===== src/rtl/sfifo_param_if.sv =====
// Handshake and status bundle for sfifo_param. The FIFO itself is the slave;
// the producer/consumer side is the master.
interface sfifo_param_if #(
  parameter int WIDTH      = 3,
  parameter int DEPTH_LOG2 = 6
);
  logic                  CLR;
  logic [WIDTH-1:0]      WDATA;
  logic                  WE;
  logic                  RE;
  logic                  ERR_CLR;
  logic [WIDTH-1:0]      RDATA;
  logic                  RVALID;
  logic [DEPTH_LOG2:0]   LEVEL;
  logic                  FULL;
  logic                  EMPTY;
  logic                  AFULL;
  logic                  AEMPTY;
  logic                  OVERFLOW;
  logic                  UNDERFLOW;

  modport slave (
    input  CLR, WDATA, WE, RE, ERR_CLR,
    output RDATA, RVALID, LEVEL, FULL, EMPTY, AFULL, AEMPTY, OVERFLOW, UNDERFLOW
  );

  modport master (
    output CLR, WDATA, WE, RE, ERR_CLR,
    input  RDATA, RVALID, LEVEL, FULL, EMPTY, AFULL, AEMPTY, OVERFLOW, UNDERFLOW
  );
endinterface


===== src/rtl/sfifo_param.sv =====
// Single-clock parametrised FIFO with occupancy count, almost-full/empty flags,
// synchronous flush and optional sticky error flags (macro BFIFO_ERR_FLAG_EN).
//
// Handshake: a write is taken on a rising edge when WE=1 and FULL=0; a read is
// taken when RE=1 and EMPTY=0, and its data appears on RDATA with RVALID=1 in
// the following cycle. There is no back-pressure beyond FULL/EMPTY.
module sfifo_param #(
  parameter int WIDTH        = 3,
  parameter int DEPTH_LOG2   = 6,
  parameter int AFULL_LEVEL  = 60,
  parameter int AEMPTY_LEVEL = 4
) (
  input  logic        CLOCK,
  input  logic        RESET,
  sfifo_param_if.slave bus
);
  localparam int                  DEPTH    = 1 << DEPTH_LOG2;
  localparam int                  LW       = DEPTH_LOG2 + 1;
  localparam logic [DEPTH_LOG2:0] DEPTH_L  = LW'(DEPTH);
  localparam logic [DEPTH_LOG2:0] AFULL_L  = LW'(AFULL_LEVEL);
  localparam logic [DEPTH_LOG2:0] AEMPTY_L = LW'(AEMPTY_LEVEL);

  logic [WIDTH-1:0]      mem [DEPTH];
  logic [DEPTH_LOG2-1:0] wptr;
  logic [DEPTH_LOG2-1:0] rptr;
  logic [DEPTH_LOG2:0]   level;
  logic [WIDTH-1:0]      rdata;
  logic                  rvalid;
  logic                  full;
  logic                  empty;
  logic                  wr_ok;
  logic                  rd_ok;

  // Flags come only from the level register, so they never glitch on inputs.
  assign full  = (level == DEPTH_L);
  assign empty = (level == '0);

  // Reset and flush both suppress any data movement in the same cycle.
  assign wr_ok = RESET & ~bus.CLR & bus.WE & ~full;
  assign rd_ok = RESET & ~bus.CLR & bus.RE & ~empty;

  always_ff @(posedge CLOCK) begin
    if (wr_ok) begin
      mem[wptr] <= bus.WDATA;
    end
  end

  always_ff @(posedge CLOCK) begin
    if (!RESET) begin
      wptr  <= '0;
      rptr  <= '0;
      level <= '0;
    end else if (bus.CLR) begin
      wptr  <= '0;
      rptr  <= '0;
      level <= '0;
    end else begin
      if (wr_ok) wptr <= wptr + 1'b1;
      if (rd_ok) rptr <= rptr + 1'b1;
      case ({wr_ok, rd_ok})
        2'b10:   level <= level + 1'b1;
        2'b01:   level <= level - 1'b1;
        default: level <= level;
      endcase
    end
  end

  // RDATA survives a flush; only RVALID is dropped.
  always_ff @(posedge CLOCK) begin
    if (!RESET) begin
      rdata  <= '0;
      rvalid <= 1'b0;
    end else if (bus.CLR) begin
      rvalid <= 1'b0;
    end else begin
      rvalid <= rd_ok;
      if (rd_ok) rdata <= mem[rptr];
    end
  end

  assign bus.RDATA  = rdata;
  assign bus.RVALID = rvalid;
  assign bus.LEVEL  = level;
  assign bus.FULL   = full;
  assign bus.EMPTY  = empty;
  assign bus.AFULL  = (level >= AFULL_L);
  assign bus.AEMPTY = (level <= AEMPTY_L);

`ifdef BFIFO_ERR_FLAG_EN
  logic overflow;
  logic underflow;

  // A set condition in the same cycle as ERR_CLR wins.
  always_ff @(posedge CLOCK) begin
    if (!RESET) begin
      overflow  <= 1'b0;
      underflow <= 1'b0;
    end else begin
      if (bus.WE & full & ~bus.CLR) overflow <= 1'b1;
      else if (bus.ERR_CLR)         overflow <= 1'b0;
      if (bus.RE & empty & ~bus.CLR) underflow <= 1'b1;
      else if (bus.ERR_CLR)          underflow <= 1'b0;
    end
  end

  assign bus.OVERFLOW  = overflow;
  assign bus.UNDERFLOW = underflow;
`else
  logic unused_err_clr;
  assign unused_err_clr = bus.ERR_CLR;
  assign bus.OVERFLOW   = 1'b0;
  assign bus.UNDERFLOW  = 1'b0;
`endif
endmodule


===== src/flat_wrapper.sv =====
// flat-port wrapper written by rule: the top's interface ports become plain ports
module sfifo_param_flat 
#(
  parameter int WIDTH        = 3,
  parameter int DEPTH_LOG2   = 6,
  parameter int AFULL_LEVEL  = 60,
  parameter int AEMPTY_LEVEL = 4
)
  (CLOCK, RESET, bus_CLR, bus_WDATA, bus_WE, bus_RE, bus_ERR_CLR, bus_RDATA, bus_RVALID, bus_LEVEL, bus_FULL, bus_EMPTY, bus_AFULL, bus_AEMPTY, bus_OVERFLOW, bus_UNDERFLOW);
  sfifo_param_if #(.WIDTH(WIDTH), .DEPTH_LOG2(DEPTH_LOG2)) bus_i ();
  input  logic CLOCK;
  input  logic RESET;
  input wire logic [$bits(bus_i.CLR)-1:0] bus_CLR;
  input wire logic [$bits(bus_i.WDATA)-1:0] bus_WDATA;
  input wire logic [$bits(bus_i.WE)-1:0] bus_WE;
  input wire logic [$bits(bus_i.RE)-1:0] bus_RE;
  input wire logic [$bits(bus_i.ERR_CLR)-1:0] bus_ERR_CLR;
  output wire logic [$bits(bus_i.RDATA)-1:0] bus_RDATA;
  output wire logic [$bits(bus_i.RVALID)-1:0] bus_RVALID;
  output wire logic [$bits(bus_i.LEVEL)-1:0] bus_LEVEL;
  output wire logic [$bits(bus_i.FULL)-1:0] bus_FULL;
  output wire logic [$bits(bus_i.EMPTY)-1:0] bus_EMPTY;
  output wire logic [$bits(bus_i.AFULL)-1:0] bus_AFULL;
  output wire logic [$bits(bus_i.AEMPTY)-1:0] bus_AEMPTY;
  output wire logic [$bits(bus_i.OVERFLOW)-1:0] bus_OVERFLOW;
  output wire logic [$bits(bus_i.UNDERFLOW)-1:0] bus_UNDERFLOW;
  assign bus_i.CLR = bus_CLR;
  assign bus_i.WDATA = bus_WDATA;
  assign bus_i.WE = bus_WE;
  assign bus_i.RE = bus_RE;
  assign bus_i.ERR_CLR = bus_ERR_CLR;
  assign bus_RDATA = bus_i.RDATA;
  assign bus_RVALID = bus_i.RVALID;
  assign bus_LEVEL = bus_i.LEVEL;
  assign bus_FULL = bus_i.FULL;
  assign bus_EMPTY = bus_i.EMPTY;
  assign bus_AFULL = bus_i.AFULL;
  assign bus_AEMPTY = bus_i.AEMPTY;
  assign bus_OVERFLOW = bus_i.OVERFLOW;
  assign bus_UNDERFLOW = bus_i.UNDERFLOW;
  sfifo_param #(.WIDTH(WIDTH), .DEPTH_LOG2(DEPTH_LOG2), .AFULL_LEVEL(AFULL_LEVEL), .AEMPTY_LEVEL(AEMPTY_LEVEL)) u_core (.CLOCK(CLOCK), .RESET(RESET), .bus(bus_i));
endmodule

===== config.mk =====
export PLATFORM = sky130hd
export DESIGN_NAME = sfifo_param_flat
export DESIGN_NICKNAME = d
export VERILOG_FILES = /design/src/rtl/sfifo_param_if.sv /design/src/rtl/sfifo_param.sv /design/src/flat_wrapper.sv
export SDC_FILE = /design/constraint.sdc
export NUM_CORES = 1
export LEC_CHECK = 0
export ABC_AREA = 0
export CAP_MARGIN = 10
export CORE_MARGIN = 2
export CORE_UTILIZATION = 48
export DETAILED_ROUTE_END_ITERATION = 7
export GPL_TIMING_DRIVEN = 0
export PLACE_DENSITY = 0.7
export SETUP_SLACK_MARGIN = 0.2
export SLEW_MARGIN = 25
export SYNTH_ARGS = -nofsm -noshare
export SYNTH_HDL_FRONTEND = slang
export SYNTH_SLANG_ARGS = --single-unit

===== constraint.sdc =====
create_clock -name CLOCK -period 2.95 [get_ports CLOCK]
set_input_delay 0.7375 -clock CLOCK [delete_from_list [all_inputs] [get_ports CLOCK]]
set_output_delay 0.7375 -clock CLOCK [all_outputs]
set_load 0.02 [all_outputs]

==> metrics <==
Worst Max-Slew Pin Slew 0.811 ns; CTS tree built; wl on met1 roughly 8200 um; crit-path max FO 6; Primary FF master, synth edfxtp_1; max layer used met4; min-delay worst type reg2reg; Num CTS Buffers 23; routed wl met2 9970 um; routability cong. 0.837; gr usage total 20.5%; IO Count 26; WP data arrival approximately 3.2 ns; Max Cap Violations 0; switching part of the total 19.6%; syn avg cell area 16.2 um^2; # port buffers 22; initial antenna violation count 0; via count 5271; Min Hold Slack 0.521 ns; Peak Freq around 370 MHz; register area share after synthesis 68.7%; Hold Buf Count CTS 0; fin area 10600 um^2; clk_skew 0.0187 ns; Critical Path Start Type primary input; peak supply drop 0.543 mV; FILL cells 1401; core area 18600 um^2; drt via density 6.02; Comb power frac 1.9%; Die Ht 141 um; die area 20000 um^2; Detail Route Antenna Nets 0; Yosys warnings 0; ranking of synthesized cells by area edfxtp_1 (64%), mux4_2 (7.2%), dfxtp_1 (5.1%), mux4_1 (4.6%), nor2_1 (3.6%); CP endpoint kind flop; synthesized flop and latch total 215; first-pass GRT wire length 30800 um; Required @ worst endpoint roughly 3.4 ns; part of the power in registers a little over half; Crit Path Category in2reg; worst skew pair latency 0.51 ns; share of Yosys cell area claimed by the top area cell type about 64%; netlist area before placement 9060 um^2; Initial Util 48.6%; Clock Tree Root clkbuf_16; Pint 5.05 mW; die width 141 um; final wirelength 20200 um; Post-Synthesis Cells roughly 560; met3 wire len 1390 um; Detailed Route Iter0 Violations 550; Psw 1.23 mW; vias in the first global route 5393; CTS Buffer Depth 3; asr flop ratio synth 0%; minimum clock period 2.73 ns; WL/cell 23.0 um; Diodes inserted 0; Max Slew Vio Count 0; clock-pin slew on the worst setup and hold paths approximately 0.06 ns; H-Tree Level Count 1; unrepaired setup endpoints after global routing yes; area of placed instances about 9700 um^2; net total in the final layout 642; pwr/cell area 593 nW/um^2; final worst path period share around 92%; Row Count 50; layout cells sized above 1 between 20% and 30%; number of enable flip-flop cells after synthesis 192; Yosys cell types 57; area occupied by multi-input gates between 2000 and 3000 um^2; largest net degree at the start of global routing 46; status complete, no violations; register area 6230 um^2; Pre-Repair DR Iteration Count 5; Final Hold Viols 0; grt ovf 0; Leak Pwr roughly 3.4 nW; area leader, netlist edfxtp_1; TritonCTS Sinks 215; area grow syn2layout 16.9%; clock share of power between 40% and 50%; # setup viols final 0; Max-slew headroom a little under half; Final HPWL DP 13100 um; DRC viols 0
cell families (layout without fill, tap and decap cells):
logic type,after synthesis,count (layout),share of synthesized area (%)
compound gates,42,42,3.48
xor+xnor,11,11,1.06
fa+ha+maj,9,9,1.33
buf+inv,44,125,2.49
flops,215,215,68.7
mux,63,63,13.9
other cells,1,2,0.0414
simple gates,174,174,9.03
worst max-delay path: stages:
cell	delay (ns)
dlygate4sd2_1	0.33
nor2b_2	0.22
buf_8	0.13
nand3_4	0.10
clkinv_4	0.07
ha_4	0.17
inv_2	0.08
fa_2	0.38
nor2b_2	0.13
o21ai_2	0.07
a21boi_2	0.19
o2111ai_2	0.17
a31o_2	0.23
a21oi_1	0.14
worst paths after layout:
kind	startpoint	endpoint	slack [ns]	cells after the start
setup reg to reg	u_core.bus.LEVEL[3]	u_core.bus.LEVEL[6]	0.22	13
setup / recovery	RESET	u_core.bus.LEVEL[6]	0.22	14
hold reg to reg	u_core.bus.RDATA[1]	u_core.bus.RDATA[1]	0.52	2
hold / removal	u_core.bus.RDATA[1]	u_core.bus.RDATA[1]	0.52	2
synthesized netlist by cell type, types with 8 or more instances:
master and count:
dfxtp_1 23, ha_1 8, nand3_1 11, a21oi_1 11, mux4_2 29, edfxtp_1 192, nand2_1 26, clkbuf_1 13
inv_1 9, xor2_1 8, buf_2 10, nand4_1 12, mux4_1 16, mux2i_1 15, nor2_1 88
through the flow:
step	worst slack, ns	total power [mW]	setup TNS (ns)	util (%)	cells
6_report	0.222	6.28	0	56.8	875
5_1_grt	0.122	6.45	0	56.8	875
3_5_place_dp	-0.671	3.50	-50.41	51.9	819
3_3_place_gp	-0.637	3.49	-77.32	51.6	816
2_1_floorplan	0.228	3.42	0	-	560
4_1_cts	0.124	6.31	0	56.2	865
metal layers:
layer  global-route usage (%)  vias to the layer above
met1                     27.0                     2673
met3                     3.48                       40
met5                        0                        -
li1                         -                     2324
met2                     34.6                      234
met4                     7.53                        0
cells in the final DEF (no fill, tap or decap), types with 12 or more instances in the layout:
master,instances
buf_2,13
buf_4,18
clkbuf_1,15
clkbuf_16,23
clkdlybuf4s50_1,14
dfxtp_1,21
edfxtp_1,192
mux2i_1,15
mux4_1,16
mux4_2,29
nand2_1,24
nand4_1,12
nor2_1,88
timing repair:
item	4_1_cts	5_1_grt
setup buffers	4	10
gates resized for setup	8	12
pin swaps	2	6
endpoints found under the setup margin	54	19
area by class of cell:
cell class	count	area share [%]
Inverter	10	0.402
Multi-Input combinational cell	301	25.4
Clock buffer	29	5.93
Timing Repair Buffer	39	3.58
Sequential cell	215	58.8
Clock inverter	13	1.22
Buffer	34	1.88
Tap cell	234	2.76
sequential cells by signal, summed over array words and instances (netlist names):
register / flops
u_core.rptr: 6
u_core.bus.LEVEL: 7
u_core.bus.RDATA: 3
u_core.wptr: 6
u_core.bus.RVALID: 1
u_core.mem: 192
power by group through the flow:
stage          clock network (mW)  logic, mW  registers [mW]
2_1_floorplan                   0     0.0391            3.38
3_3_place_gp                    0     0.0999            3.39
3_5_place_dp                    0      0.114            3.38
4_1_cts                      2.88      0.116            3.32
5_1_grt                      3.00      0.132            3.32
6_report                     2.84      0.121            3.32
No activity file was read; power rests on OpenSTA's default activity.
